==> config.mk <==
export PLATFORM = sky130hd
export DESIGN_NAME = lift_call_scheduler_flat
export DESIGN_NICKNAME = d
export VERILOG_FILES = /design/src/rtl/lift_call_scheduler_if.sv /design/src/rtl/lift_call_scheduler.sv /design/src/flat_wrapper.sv
export SDC_FILE = /design/constraint.sdc
export NUM_CORES = 1
export LEC_CHECK = 0
export CAP_MARGIN = 20
export CORE_MARGIN = 2
export CORE_UTILIZATION = 40
export CTS_CLUSTER_SIZE = 24
export DETAILED_ROUTE_END_ITERATION = 12
export SKIP_CTS_REPAIR_TIMING = 1
export SYNTH_ARGS = -nofsm -noshare
export SYNTH_HDL_FRONTEND = slang
export SYNTH_SLANG_ARGS = --single-unit
export TNS_END_PERCENT = 20
==> constraint.sdc <==
create_clock -name clk -period 11.9 [get_ports clk]
set_input_delay 1.19 -clock clk [delete_from_list [all_inputs] [get_ports clk]]
set_output_delay 1.19 -clock clk [all_outputs]
set_load 0.02 [all_outputs]
==> src/rtl/lift_call_scheduler_if.sv <==
// Request/status bundle between the call panels, the scheduler and the display/motor layer.
// The master drives the button requests; the slave (scheduler) drives the car status.
interface lift_call_scheduler_if #(
  parameter int N_FLOORS = 8,
  parameter int FLOOR_W  = 3
);
  logic                cab_valid;
  logic [FLOOR_W-1:0]  cab_floor;
  logic                hall_valid;
  logic [FLOOR_W-1:0]  hall_floor;
  logic [FLOOR_W-1:0]  car_floor_o;
  logic [1:0]          dir_o;
  logic                moving_o;
  logic                door_open_o;
  logic                busy_o;
  logic [N_FLOORS-1:0] pending_o;

  modport master (
    output cab_valid, cab_floor, hall_valid, hall_floor,
    input  car_floor_o, dir_o, moving_o, door_open_o, busy_o, pending_o
  );

  modport slave (
    input  cab_valid, cab_floor, hall_valid, hall_floor,
    output car_floor_o, dir_o, moving_o, door_open_o, busy_o, pending_o
  );
endinterface

==> src/rtl/lift_call_scheduler.sv <==
// Collective (SCAN) call scheduler for a single lift car: latches calls, picks direction,
// steps the car floor by floor and holds the door for a fixed dwell.
module lift_call_scheduler #(
  parameter int N_FLOORS   = 8,
  parameter int FLOOR_W    = 3,
  parameter int TRAVEL_CYC = 4,
  parameter int DOOR_CYC   = 6
) (
  input  logic                  clk,
  input  logic                  rst,
  lift_call_scheduler_if.slave  bus
);

  localparam logic [1:0] DIR_NONE = 2'b00;
  localparam logic [1:0] DIR_UP   = 2'b01;
  localparam logic [1:0] DIR_DN   = 2'b10;
  localparam int TW = (TRAVEL_CYC > 1) ? $clog2(TRAVEL_CYC) : 1;
  localparam int DW = (DOOR_CYC > 1) ? $clog2(DOOR_CYC) : 1;
  localparam logic [TW-1:0] TRAVEL_LAST = TW'(TRAVEL_CYC - 1);
  localparam logic [DW-1:0] DOOR_LAST   = DW'(DOOR_CYC - 1);
  localparam logic [N_FLOORS-1:0] BIT0  = N_FLOORS'(1);

  typedef enum logic [1:0] {ST_IDLE = 2'd0, ST_MOVE = 2'd1, ST_DOOR = 2'd2} state_t;

  state_t              r_state,   w_state_nxt;
  logic [N_FLOORS-1:0] r_pending, w_pending_nxt, w_set, w_clr;
  logic [FLOOR_W-1:0]  r_floor,   w_floor_nxt, w_step_floor;
  logic [1:0]          r_dir,     w_dir_nxt, w_pick;
  logic [TW-1:0]       r_travel,  w_travel_nxt;
  logic [DW-1:0]       r_dwell,   w_dwell_nxt;
  logic                r_moving, r_door, r_busy;
  logic                w_here, w_above, w_below, w_arrive_hit, w_ahead_of_step;
  logic                w_cab_absorb, w_hall_absorb;

  function automatic logic f_any_above(input logic [N_FLOORS-1:0] pend, input logic [FLOOR_W-1:0] fl);
    logic r;
    r = 1'b0;
    for (int i = 0; i < N_FLOORS; i++) r = r | (pend[i] & (i > int'(fl)));
    return r;
  endfunction

  function automatic logic f_any_below(input logic [N_FLOORS-1:0] pend, input logic [FLOOR_W-1:0] fl);
    logic r;
    r = 1'b0;
    for (int i = 0; i < N_FLOORS; i++) r = r | (pend[i] & (i < int'(fl)));
    return r;
  endfunction

  // Nearest pending floor wins; N_FLOORS acts as "no call on this side", equal distance goes up.
  function automatic logic [1:0] f_pick_dir(input logic [N_FLOORS-1:0] pend, input logic [FLOOR_W-1:0] fl);
    int d_up;
    int d_dn;
    d_up = N_FLOORS;
    d_dn = N_FLOORS;
    for (int i = 0; i < N_FLOORS; i++) begin
      if (pend[i] && (i > int'(fl)) && ((i - int'(fl)) < d_up)) d_up = i - int'(fl);
      else if (pend[i] && (i < int'(fl)) && ((int'(fl) - i) < d_dn)) d_dn = int'(fl) - i;
      else d_up = d_up;
    end
    if ((d_up == N_FLOORS) && (d_dn == N_FLOORS)) return DIR_NONE;
    else if (d_up <= d_dn) return DIR_UP;
    else return DIR_DN;
  endfunction

  assign w_here          = r_pending[r_floor];
  assign w_above         = f_any_above(r_pending, r_floor);
  assign w_below         = f_any_below(r_pending, r_floor);
  assign w_pick          = f_pick_dir(r_pending, r_floor);
  assign w_step_floor    = (r_dir == DIR_DN) ? (r_floor - FLOOR_W'(1)) : (r_floor + FLOOR_W'(1));
  assign w_ahead_of_step = (r_dir == DIR_DN) ? f_any_below(r_pending, w_step_floor)
                                             : f_any_above(r_pending, w_step_floor);
  assign w_cab_absorb    = (r_state == ST_DOOR) && (bus.cab_floor == r_floor);
  assign w_hall_absorb   = (r_state == ST_DOOR) && (bus.hall_floor == r_floor);

  // Request capture mask and next-floor hit (out-of-range floors match no bit).
  always_comb begin
    w_set        = '0;
    w_arrive_hit = 1'b0;
    for (int i = 0; i < N_FLOORS; i++) begin
      w_set[i] = (bus.cab_valid  && (int'(bus.cab_floor)  == i) && !w_cab_absorb) ||
                 (bus.hall_valid && (int'(bus.hall_floor) == i) && !w_hall_absorb);
      w_arrive_hit = w_arrive_hit | (r_pending[i] & (int'(w_step_floor) == i));
    end
  end

  // Next-state, motion and timer decisions.
  always_comb begin
    w_state_nxt  = r_state;
    w_floor_nxt  = r_floor;
    w_dir_nxt    = r_dir;
    w_travel_nxt = r_travel;
    w_dwell_nxt  = r_dwell;
    w_clr        = '0;
    case (r_state)
      ST_IDLE: begin
        w_dir_nxt    = DIR_NONE;
        w_travel_nxt = '0;
        w_dwell_nxt  = '0;
        if (w_here) begin
          w_state_nxt = ST_DOOR;
          w_clr       = BIT0 << r_floor;
        end else if (w_pick != DIR_NONE) begin
          w_state_nxt = ST_MOVE;
          w_dir_nxt   = w_pick;
        end else begin
          w_state_nxt = ST_IDLE;
        end
      end
      ST_MOVE: begin
        if (r_travel == TRAVEL_LAST) begin
          w_travel_nxt = '0;
          w_floor_nxt  = w_step_floor;
          if (w_arrive_hit) begin
            w_state_nxt = ST_DOOR;
            w_dwell_nxt = '0;
            w_clr       = BIT0 << w_step_floor;
          end else if (w_ahead_of_step) begin
            w_state_nxt = ST_MOVE;
          end else begin
            w_state_nxt = ST_IDLE;
            w_dir_nxt   = DIR_NONE;
          end
        end else begin
          w_travel_nxt = r_travel + TW'(1);
        end
      end
      ST_DOOR: begin
        if (r_dwell == DOOR_LAST) begin
          w_dwell_nxt  = '0;
          w_travel_nxt = '0;
          if (((r_dir == DIR_UP) && w_above) || ((r_dir == DIR_DN) && w_below)) begin
            w_state_nxt = ST_MOVE;
          end else if ((r_dir == DIR_UP) && w_below) begin
            w_state_nxt = ST_MOVE;
            w_dir_nxt   = DIR_DN;
          end else if ((r_dir == DIR_DN) && w_above) begin
            w_state_nxt = ST_MOVE;
            w_dir_nxt   = DIR_UP;
          end else if ((r_dir == DIR_NONE) && (w_pick != DIR_NONE)) begin
            w_state_nxt = ST_MOVE;
            w_dir_nxt   = w_pick;
          end else if (w_here) begin
            w_state_nxt = ST_DOOR;
            w_clr       = BIT0 << r_floor;
          end else begin
            w_state_nxt = ST_IDLE;
            w_dir_nxt   = DIR_NONE;
          end
        end else begin
          w_dwell_nxt = r_dwell + DW'(1);
        end
      end
      default: begin
        w_state_nxt  = ST_IDLE;
        w_dir_nxt    = DIR_NONE;
        w_travel_nxt = '0;
        w_dwell_nxt  = '0;
      end
    endcase
    w_pending_nxt = (r_pending | w_set) & ~w_clr;
  end

  // State, datapath and registered status outputs.
  always_ff @(posedge clk or posedge rst) begin
    if (rst) begin
      r_state   <= ST_IDLE;
      r_pending <= '0;
      r_floor   <= '0;
      r_dir     <= DIR_NONE;
      r_travel  <= '0;
      r_dwell   <= '0;
      r_moving  <= 1'b0;
      r_door    <= 1'b0;
      r_busy    <= 1'b0;
    end else begin
      r_state   <= w_state_nxt;
      r_pending <= w_pending_nxt;
      r_floor   <= w_floor_nxt;
      r_dir     <= w_dir_nxt;
      r_travel  <= w_travel_nxt;
      r_dwell   <= w_dwell_nxt;
      r_moving  <= (w_state_nxt == ST_MOVE);
      r_door    <= (w_state_nxt == ST_DOOR);
      r_busy    <= (w_state_nxt != ST_IDLE) | (|w_pending_nxt);
    end
  end

  assign bus.car_floor_o = r_floor;
  assign bus.dir_o       = r_dir;
  assign bus.moving_o    = r_moving;
  assign bus.door_open_o = r_door;
  assign bus.busy_o      = r_busy;
  assign bus.pending_o   = r_pending;

endmodule

==> src/flat_wrapper.sv <==
// flat-port wrapper written by rule: the top's interface ports become plain ports
module lift_call_scheduler_flat 
#(
  parameter int N_FLOORS   = 8,
  parameter int FLOOR_W    = 3,
  parameter int TRAVEL_CYC = 4,
  parameter int DOOR_CYC   = 6
)
  (clk, rst, bus_cab_valid, bus_cab_floor, bus_hall_valid, bus_hall_floor, bus_car_floor_o, bus_dir_o, bus_moving_o, bus_door_open_o, bus_busy_o, bus_pending_o);
  lift_call_scheduler_if #(.N_FLOORS(N_FLOORS), .FLOOR_W(FLOOR_W)) bus_i ();
  input  logic clk;
  input  logic rst;
  input wire logic [$bits(bus_i.cab_valid)-1:0] bus_cab_valid;
  input wire logic [$bits(bus_i.cab_floor)-1:0] bus_cab_floor;
  input wire logic [$bits(bus_i.hall_valid)-1:0] bus_hall_valid;
  input wire logic [$bits(bus_i.hall_floor)-1:0] bus_hall_floor;
  output wire logic [$bits(bus_i.car_floor_o)-1:0] bus_car_floor_o;
  output wire logic [$bits(bus_i.dir_o)-1:0] bus_dir_o;
  output wire logic [$bits(bus_i.moving_o)-1:0] bus_moving_o;
  output wire logic [$bits(bus_i.door_open_o)-1:0] bus_door_open_o;
  output wire logic [$bits(bus_i.busy_o)-1:0] bus_busy_o;
  output wire logic [$bits(bus_i.pending_o)-1:0] bus_pending_o;
  assign bus_i.cab_valid = bus_cab_valid;
  assign bus_i.cab_floor = bus_cab_floor;
  assign bus_i.hall_valid = bus_hall_valid;
  assign bus_i.hall_floor = bus_hall_floor;
  assign bus_car_floor_o = bus_i.car_floor_o;
  assign bus_dir_o = bus_i.dir_o;
  assign bus_moving_o = bus_i.moving_o;
  assign bus_door_open_o = bus_i.door_open_o;
  assign bus_busy_o = bus_i.busy_o;
  assign bus_pending_o = bus_i.pending_o;
  lift_call_scheduler #(.N_FLOORS(N_FLOORS), .FLOOR_W(FLOOR_W), .TRAVEL_CYC(TRAVEL_CYC), .DOOR_CYC(DOOR_CYC)) u_core (.clk(clk), .rst(rst), .bus(bus_i));
endmodule
After elaboration in Yosys (flattened, before gate mapping)
Cells that the tools add are included.

operators by class
  multiplexer cells = 66
  bitwise operators = 71
  reductions and logical operators = 90
  shift operators = 2
  add/subtract/negate cells = 17
  equality and inequality tests = 40
  $lt $le $gt $ge = 44

operators with widths
  operator                                                                         number
  32-bit two-way mux                                                               19
  32-bit < comparator                                                              12
  1-bit logical AND                                                                68
  32-bit by 5-bit == test with 1-bit output (second input constant)                2
  8-bit two-way mux                                                                8
  2-bit two-way mux                                                                24
  3-bit == test (second input constant)                                            13
  1-bit bitwise AND                                                                36
  32-bit <= comparator                                                             1
  32-bit by 5-bit < comparator with 1-bit output (second input constant)           1
  1-bit bitwise OR                                                                 32
  3-bit greater-than comparator (first input constant)                             8
  8-bit one-hot mux with 3 select lines                                            1
  3-bit by 2-bit == test with 1-bit output (second input constant)                 6
  3-bit < comparator (first input constant)                                        6
  1-bit by 3-bit left shift with 8-bit output (first input constant)               2
  3-bit by 3-bit subtractor with 4-bit output (first input constant)               4
  2-bit by 3-bit greater-than comparator with 1-bit output (first input constant)  4
  1-bit by 3-bit < comparator with 1-bit output (first input constant)             4
  2-bit by 3-bit < comparator with 1-bit output (first input constant)             4
  3-bit two-way mux                                                                4
  2-bit one-hot mux with 3 select lines                                            2
  3-bit by 3-bit subtractor with 4-bit output (second input constant)              3
  3-bit by 1-bit == test with 1-bit output (second input constant)                 3
  other kinds (31)                                                                 63

word-level totals
  input port bits = 10
  output and inout port bits = 16
  register bits after elaboration = 23

Logic depth before layout (Yosys ltp)
  depth after elaboration = 43
  depth in mapped cells = 60
  depth with buffers taken out = 57

Worst setup path after synthesis
Ideal clock, no wire load.

  path kind = register -> register
  from = reg u_core.r_floor[1], in the netlist u_core.bus.car_floor_o[1]
  to = reg u_core.r_dir[1], in the netlist u_core.bus.dir_o[1]
  period minus slack after synthesis = 11418 ps
  setup slack = 482 ps
  buffers on the path = 3
  data required time = 11775 ps
  stages on the path, launching flop included = 56
  arrival time = 11293 ps
  cell sequence = dfrtp_1 clkbuf_1 inv_1 ha_1 nand3b_1 inv_2 ha_1 a211o_1 o21ai_0 nand4_1 nand2_1 inv_1 ha_1 a21oi_1 nand2_1 nor4_4 nor2_2 a21oi_1 (+20 left out) or3b_2 nand2b_1 o211ai_2 mux2_2 ha_1 a21oi_1 a21boi_1 nor3_2 mux2i_1 ha_1 nor2b_1 o21a_1 o21a_1 o311ai_0 o21ai_0 nand3_1 nand2_1 mux2_2

between the ends
  longest elaborated chain between the ends = 39
  elaborated cells on any way between the ends = 210
  classes of those cells = add/sub (15); order compare (43); eq/ne (13); mux (34); bitwise (67); reduce/logical (38)

ends and longest elaborated chain
  item                                                                                                     RTL line                    text
  start: declaration                                                                                       lift_call_scheduler.sv:27   logic [FLOOR_W-1:0] r_floor, w_floor_nxt, w_step_floor;
  start signal: assignment                                                                                 lift_call_scheduler.sv:178  r_floor <= w_floor_nxt;
  parallel branches: the longest is 39 deep, another holds 32-bit by 5-bit < comparator with 1-bit output  n/a
  end signal: assignment                                                                                   lift_call_scheduler.sv:179  r_dir <= w_dir_nxt;
  end: declaration                                                                                         lift_call_scheduler.sv:28   logic [1:0] r_dir, w_dir_nxt, w_pick;

Several ways; the timed one is not identified. The select of a mux whose other input is x is not followed.
A chain may end at the register's enable or synchronous reset.

Final worst setup path
Ends and elaborated chain as after synthesis.

==> run_results.csv <==
group,metric,value,unit
setup_path,critPathMaxStageDelay,0.43,ns
setup_path,critical_path_arrival,11.43,ns
timing,clock-skew-final,0.00347,ns
setup_path,r2r_start,"u_core.bus.car_floor_o[1]",
layout,final_cell_mix,"ha_1 (69), nand2_1 (48), nor2_1 (47), a21oi_1 (38), inv_1 (31)",
yosys,synth.avg_cell_area,7.75,sq um
yosys,syn-num-nets,661,
setup_path,crit_type,"flop to flop",
floorplan,ios,26,
global_route,grt_overflow,0,
routing,drc,0,
yosys,synth_edf_count,0,
placement,gp_congestion,1.03,
global_route,grt_max_degree,27,
timing,setup_slack,0.639,ns
clock_network,clk_latency,0.27,ns
global_route,grt_pass1_wl,23300,microns
yosys,synth.distinct_cells,85,
layout,finalNetCount,692,
yosys,synthXorXnorAreaFrac,1.56,%
timing,hold_ws,0.510,ns
layout,syn2layout_area_growth,15.4,%
layout,register_area,576,sq um
placement,dp.cells,739,
worst_hold_path,min-delay-start,"u_core.r_dwell[1]",
setup_path,cpLargestDelayFamily,"compound AO/OA/AOI/OAI gates",
clock_network,cts_sinks,23,
global_route,grt_pass1_vias,4495,
timing,max_freq,0.0888,GHz
setup_path,slowest_stage,"dfrtp_1",
setup_path,end_kind,"flop",
timing,timing.final.crit_share,94.6,%
yosys,synth_seq_cells,23,
timing,final-max-slew-violation-count,0,
timing,setup_viol,0,
global_route,grt_usage,24.3,%
run,cap_violations,0,
placement,dpl.hpwl,11300,microns
layout,n_fill_cell,1118,
yosys,synth_compound_area_share,29.3,%
clock_network,clockRootBuffer,"clkbuf_8",
clock_network,cts.path.max_buffers,2,
setup_path,worst-path-max-fanout,10,
setup_path,cp-startpoint,"u_core.bus.car_floor_o[1]",
yosys,synthArstFlopShare,100,%
timing,slew_headroom,37.4,%
floorplan,fp.dieW,110,microns
yosys,synthFlopType,"dfrtp_1",
worst_hold_path,hold_path_class,"flop to flop",
yosys,synth_simple_gate_area_share,24.9,%
routing,drt-initial-drc-count,288,
setup_path,path_buf_inv,5,
clock_network,h-tree-depth,1,
yosys,ys_seq_area_share,12.8,%
yosys,synth_cells,578,
placement,post-place-ws,-0.321,ns
layout,multi_input_area,3800,sq um
floorplan,core-area,10900,sq um
routing,num_vias,4550,
layout,drive_gt1_share,14.0,%
yosys,synthMuxAreaShare,5.34,%
clock_network,cts.clk_slew.worst_paths,0.09,ns
placement,post_dp_cell_area,4940,sq um
placement,portBuffers,25,
status,status,"finished, final reports clean",
yosys,synth_top_family_by_area,"compound AO/OA/AOI/OAI gates",
floorplan,die_h,110,microns
routing,routed_wirelength,14500,microns
layout,n_antenna_cell,0,
setup_path,critPathLaunchType,"flop",
floorplan,initial_utilization,41.1,%
layout,design_area,5170,sq um
routing,wl_per_cell,19.4,microns
setup_path,path_common_cell,"ha_1",
routing,first_pass_iters,5,
floorplan,die_area,12100,sq um
yosys,synth-adder-area-share,20.6,%
layout,final_common_cell,"ha_1",
clock_network,cts_tree,"done",
routing,ant_nets,0,
setup_path,worstPathRequired,12.07,ns
layout,stdcell_count,748,
yosys,ys_warn_count,0,
timing,hold_viol,0,
global_route,antenna_found_initial,0,
timing,worst_pin_slew,0.938,ns
yosys,syn_area,4480,sq um
clock_network,numCtsBuffers,3,
timing,period_needed,11.26,ns
floorplan,rows,38,
routing,vias_per_cell,6.08,
registers in the layout, summed over array words and instances, names as in the netlist:
register                flops
u_core.bus.moving_o         1
u_core.r_state              2
u_core.r_dwell              3
u_core.bus.door_open_o      1
u_core.bus.busy_o           1
u_core.bus.pending_o        8
u_core.r_travel             2
u_core.bus.dir_o            2
u_core.bus.car_floor_o      3
through the flow:
step / util (%) / setup TNS (ns)
finish: 47.5 / 0
global route: 47.5 / -0.0835
CTS: 45.8 / -0.600
detailed placement: 45.4 / -0.482
global placement: 45.4 / -0.550
floorplan: - / 0
cell type report:
cell class                 instances  area share [%]
clock inverter                     1          0.0969
tap                              140            3.39
sequential                        23            11.1
clock buffer                       3           0.799
timing repair buffer              48            8.50
multi-input combinational        499            73.6
inverter                          34            2.47
metal layers:
layer  vias up  global-route usage, %  routed length (microns)
li1       2220                      -                        -
met3        26                   1.72                      599
met5         -                      0                        0
met2       131                   43.3                     7090
met4         0                   5.88                      314
met1      2173                   31.7                     6520
Yosys cell counts (all sizes together) (5+ instances only):
library cell / instances / area, sq um
nor3b: 5 / 42.5
and3: 7 / 43.8
nor2b: 15 / 93.8
buf: 10 / 66.3
o22ai: 8 / 50.1
o21ai: 37 / 200
nor2: 49 / 186
or2: 7 / 43.8
mux2: 11 / 124
nand2: 48 / 180
nand2b: 12 / 77.6
and2: 7 / 45.1
a31oi: 14 / 87.6
ha: 72 / 901
nor3: 11 / 65.1
nand3b: 9 / 67.6
mux2i: 7 / 70.1
dfrtp: 23 / 576
a21oi: 42 / 214
o211ai: 8 / 70.1
a221oi: 5 / 43.8
xnor2: 8 / 70.1
o21a: 5 / 37.5
nand3: 16 / 92.6
inv: 34 / 128
clkbuf: 12 / 46.3
a21o: 16 / 120
a22o: 5 / 43.8
nand4: 5 / 31.3
nor4: 6 / 52.6
kinds of logic after synthesis:
| kind of cell | count (synthesis) |
|---|---|
| adders and majority gates | 73 |
| xor gates and xnor gates | 8 |
| DFF | 23 |
| and+or+nand+nor | 208 |
| other | 1 |
| AOI/OAI and AO/OA | 189 |
| muxes | 20 |
| buffers and inverters | 56 |
worst paths after layout:
kind / end / slack, ns / depth (start not counted)
worst max-delay path: u_core.bus.dir_o[1] / 0.64 / 54
worst min-delay path: u_core.r_dwell[1] / 0.51 / 1
worst max register to register: u_core.bus.dir_o[1] / 0.64 / 54
worst min register to register: u_core.r_dwell[1] / 0.51 / 1
max in group asynchronous: u_core.bus.car_floor_o[2] / 9.90 / 2
min in group asynchronous: u_core.r_travel[0] / 1.43 / 2
Power is left out: the tool's default activity adds up to more than one toggle a clock period on the data nets, which glitch-free logic cannot reach.
